===== config.mk =====
export PLATFORM = sky130hd
export DESIGN_NAME = mux_pipe_reg
export DESIGN_NICKNAME = d
export VERILOG_FILES = /design/src/rtl/mux_pipe_reg.sv
export SDC_FILE = /design/constraint.sdc
export NUM_CORES = 1
export LEC_CHECK = 0
export CAP_MARGIN = 5
export CORE_MARGIN = 1
export CORE_UTILIZATION = 44
export DETAILED_ROUTE_END_ITERATION = 10
export PLACE_DENSITY = 0.79
export REMOVE_ABC_BUFFERS = 1
export SETUP_SLACK_MARGIN = 0.1
export SLEW_MARGIN = 30
export SYNTH_ARGS = -nofsm -noshare
export SYNTH_HDL_FRONTEND = slang
export SYNTH_SLANG_ARGS = --single-unit

===== constraint.sdc =====
create_clock -name CK -period 1.53 [get_ports CK]
set_input_delay 0.3825 -clock CK [delete_from_list [all_inputs] [get_ports CK]]
set_output_delay 0.3825 -clock CK [all_outputs]
set_load 0.05 [all_outputs]

===== src/rtl/mux_pipe_reg.sv =====
// mux_pipe_reg: two-input muxed, enable-gated pipeline with per-stage valid
// flags and an occupancy counter.
//
// Parameters
//   WIDTH  data width in bits (1..64)
//   DEPTH  number of pipeline stages (1..16)
//   INIT   value loaded into stage 0 by PD
//
// Ports
//   CK     clock, rising edge
//   GSR    asynchronous active-low reset
//   D0/D1  data sources, SD selects D1 when high
//   SP     advance enable; when low all state holds (FLUSH still acts)
//   PD     load INIT into stage 0 and mark it valid
//   VI     input-valid qualifier for stage 0
//   FLUSH  clear all valid flags and the counter; data registers hold
//   Q      raw last-stage data (shown regardless of VO)
//   VO     last-stage valid
//   CNT    number of stages currently holding valid data
module mux_pipe_reg #(
  parameter int unsigned          WIDTH = 8,
  parameter int unsigned          DEPTH = 3,
  parameter logic [WIDTH-1:0]     INIT  = '1
) (
  input  logic                       CK,
  input  logic                       GSR,
  input  logic [WIDTH-1:0]           D0,
  input  logic [WIDTH-1:0]           D1,
  input  logic                       SD,
  input  logic                       SP,
  input  logic                       PD,
  input  logic                       VI,
  input  logic                       FLUSH,
  output logic [WIDTH-1:0]           Q,
  output logic                       VO,
  output logic [$clog2(DEPTH+1)-1:0] CNT
);

  localparam int unsigned CW = $clog2(DEPTH + 1);

  logic [WIDTH-1:0] data_q [DEPTH];
  logic [DEPTH-1:0] valid_q;
  logic [CW-1:0]    cnt_q;

  logic [WIDTH-1:0] stage0_d;
  logic             in_valid;
  logic             out_valid;
  logic [CW:0]      cnt_sum;
  logic [CW-1:0]    cnt_next;

  always_comb begin
    stage0_d = D0;
    if (PD)
      stage0_d = INIT;
    else if (SD)
      stage0_d = D1;
  end

  assign in_valid  = VI | PD;
  assign out_valid = valid_q[DEPTH-1];

  // One extra bit of headroom so the increment cannot wrap before the clamp.
  always_comb begin
    cnt_sum = {1'b0, cnt_q} + {{CW{1'b0}}, in_valid};
    if (out_valid && (cnt_sum != '0))
      cnt_sum = cnt_sum - (CW+1)'(1);
    if (cnt_sum > (CW+1)'(DEPTH))
      cnt_next = CW'(DEPTH);
    else
      cnt_next = cnt_sum[CW-1:0];
  end

  always_ff @(posedge CK or negedge GSR) begin
    if (!GSR) begin
      for (int unsigned k = 0; k < DEPTH; k++)
        data_q[k] <= '0;
      valid_q <= '0;
      cnt_q   <= '0;
    end else if (FLUSH) begin
      // Flush wins over PD/VI and ignores SP; the data path deliberately holds.
      valid_q <= '0;
      cnt_q   <= '0;
    end else if (SP) begin
      data_q[0]  <= stage0_d;
      valid_q[0] <= in_valid;
      for (int unsigned k = 1; k < DEPTH; k++) begin
        data_q[k]  <= data_q[k-1];
        valid_q[k] <= valid_q[k-1];
      end
      cnt_q <= cnt_next;
    end
  end

  assign Q   = data_q[DEPTH-1];
  assign VO  = valid_q[DEPTH-1];
  assign CNT = cnt_q;

endmodule


==> summary.txt <==
Logic synthesis
  – Syn avg cell area: around 10 sq um
  – Synth Instances: between 100 and 150
  – Post-Syn Area: 1420 sq um
  – Sequential share of the synthesized area: between 50% and 60%
  – Post-synth cell types: 20
  – Post-synthesis register bit count: 29
  – Synth warnings: 0

Routing
  – Initial drt markers: 24
  – Drt total wl: around 3000 um
  – Residual DRC: 0
  – DRT met1 WL: ~1300 um
  – DR WL met2: 1507 um
  – Top layer in use: met4
  – Vias: around 1100
  – Routed length per instance: between 10 and 15 um
  – Via density: roughly 4.8
  – Post-route ant nets: 0
  – Met3 WL: 186 um
  – Drt pass-1 iters: 4

Setup path
  – Crit path max-delay family: adder cells
  – Top cell by count, worst path: ha_4
  – WP depth: 8
  – CP required: 1.74 ns
  – Startpoint Class: flip-flop
  – CP endpoint kind: flip-flop
  – Path depth of the worst reg2reg path: 8
  – R2r setup slk: -0.27 ns
  – Worst path max stage delay: 0.43 ns
  – CP max FO: 2
  – Critical-path cell list: ha_4 -> ha_4 -> inv_2 -> ha_4 -> ha_4 -> nand4b_1 -> o311ai_2 -> nand2_1
  – Worst path bufs/invs: 1
  – Crit path DAT: 2.01 ns
  – Critical setup path kind: flip-flop to flip-flop
  – CP startpoint: CNT[0]
  – CP Capture Point: CNT[0]
  – Slowest CP cell: dfrtp_1
  – Reg-to-reg critical path endpoint: CNT[0]
  – FF-to-FF Start: CNT[0]

Clock tree
  – Post-CTS Hold Buffers: 0
  – Clk_lat worst skew: between 0.3 and 0.4 ns
  – Number of CTS-inserted buffers: 5
  – CTS Root Cell: clkbuf_4
  – CTS tree: yes
  – H-tree depth: 2
  – Clk sinks: 29
  – CTS max path bufs: 2
  – CTS clk-pin slew, worst paths: around 0.090 ns

Flow run
  – Maxcap violations: 0

Timing
  – Endpoints failing setup: 3
  – RSZ-0062 raised after global routing: yes
  – Slew HR: about three quarters
  – Post-route setup slack: -0.2739 ns
  – Final Hold Viols: 0
  – Final period util: 117.9%
  – Total negative slack: -0.5246 ns
  – Final min period: around 1.8 ns
  – Slew of the pin with the lowest slew margin: between 0.3 and 0.4 ns
  – Final Slew Violations: 0
  – Hold Slack: 0.4320 ns
  – Achievable frequency: 554.3 MHz
  – Clk_skew: 0.008331 ns

Floorplanning
  – Rows: 20
  – Top Ports: 34
  – Core ar.: ~3100 sq um
  – Die width: between 50 and 60 um
  – Die area: around 3500 sq um
  – Die Height: a little under 60 um
  – Initial Util: a little under half

Finish
  – Design area: about 2000 sq um
  – Area Overhead vs Synth: 43.96%
  – Layout cells sized above 1: about a quarter
  – Most common cell after layout, fill and taps aside: nand2_1
  – Core Util, Final: between 60% and 70%
  – Final nets: around 210
  – Most frequent cells in the layout: nand2_1 (52), dfrtp_1 (29), clkdlybuf4s50_1 (20)
  – Ant. Diodes: 0

Place
  – Gpl congestion: 0.7157
  – DP HPWL: 2179 um
  – IO Port Bufs: 33
  – Post-Place Cell Area: about 1900 sq um

Pwr
  – Pwr dens: about 1200 nW/um^2
  – Worst IR drop on VDD: 485.2 uV
  – Pleak: approximately 0.97 nW
  – PnR Total Power: approximately 2.4 mW

Global route
  – Vias in the first global route: 1152
  – Largest net degree at the start of global routing: 30
  – Overflow after GRT: 0
  – First-pass GRT wire length: 4905 um
  – Initial antenna violation count: 0
  – GRT Total Usage: 19.19%

Worst hold path
  – Worst Hold Class: input port to async pin

Run status
  – Outcome: finished, violations left
  – Failing checks: negative setup slack
-- power breakdown --
part / switching [mW] / internal, mW / leakage (nW)
sequential: 0.0848 / 0.873 / 0.343
clock: 0.267 / 0.506 / 0.0552
combinational: 0.346 / 0.360 / 0.574
-- Yosys cell counts --
cell	count	area share [%]
a21oi_1	4	1.4
a21oi_2	4	2.5
buf_12	1	1.4
buf_4	9	4.8
buf_6	3	2.4
buf_8	1	1.1
clkbuf_2	1	0.35
dfrtp_1	29	51
ha_1	4	3.5
inv_1	3	0.79
mux2i_1	11	7.8
nand2_1	52	14
nand2b_4	1	0.97
nand4b_1	2	1.2
nor2_1	12	3.2
nor2_4	1	0.79
nor2b_1	1	0.44
nor2b_4	1	0.97
o311ai_0	2	1.2
or2_2	1	0.44
-- worst register-to-register path, stage by stage (launching register included) --
cell,delay [ns]
dfrtp_1,0.43
ha_4,0.18
ha_4,0.26
inv_2,0.04
ha_4,0.16
ha_4,0.26
nand4b_1,0.14
o311ai_2,0.12
nand2_1,0.10
-- through the flow --
| step | std cells | worst slack (ns) |
|---|---|---|
| 3_5_place_dp | 216 | -1.093 |
| 4_1_cts | 225 | -0.2131 |
| 6_report | 226 | -0.2739 |
| 2_1_floorplan | 128 | -0.4852 |
| 3_3_place_gp | 216 | -0.9286 |
| 5_1_grt | 226 | -0.3503 |
-- layout make-up --
type	count	area [sq um]
tap	44	55.05
clock buffer	5	37.54
inverter	3	11.26
sequential	29	725.7
timing repair buffer	46	548.0
clock inverter	3	65.06
fill	245	1008
multi-input combinational	96	601.8
-- state kept, by name (all words and copies together), names as in the netlist --
register,flops
CNT,2
Q,8
data_q,16
valid_q,3
-- worst min path at each step --
stage | cells past startpoint | slack [ns] | start | end
final | 2 | 0.43 | GSR | Q[7]
after global routing | 2 | 0.45 | GSR | Q[7]
after CTS | 2 | 0.44 | GSR | Q[7]
after detailed placement | 2 | 0.45 | data_q[8] | Q[0]
after global placement | 2 | 0.45 | data_q[10] | Q[2]
after floorplan | 0 | 0.09 | GSR | CNT[0]
-- routing by layer --
| metal | up-vias | GRT usage [%] |
|---|---|---|
| met5 | - | 0 |
| li1 | 528 | - |
| met3 | 6 | 6.593 |
| met1 | 517 | 21.62 |
| met2 | 45 | 32.79 |
| met4 | 0 | 8.503 |
-- cells by family after synthesis --
kind of cell	count (synthesis)	synth area share [%]
compound gates	10	5.110
fa+ha+maj	4	3.524
buf+inv	18	10.75
flops	29	51.10
mux	11	7.754
simple gates	71	21.76
-- timing repair --
item	CTS	global route
setup endpoints to repair	2	4
resized for setup	18	2
setup buffers	1	1
pin swaps	8	1
Note: power is estimated with default switching activity, not from simulation.
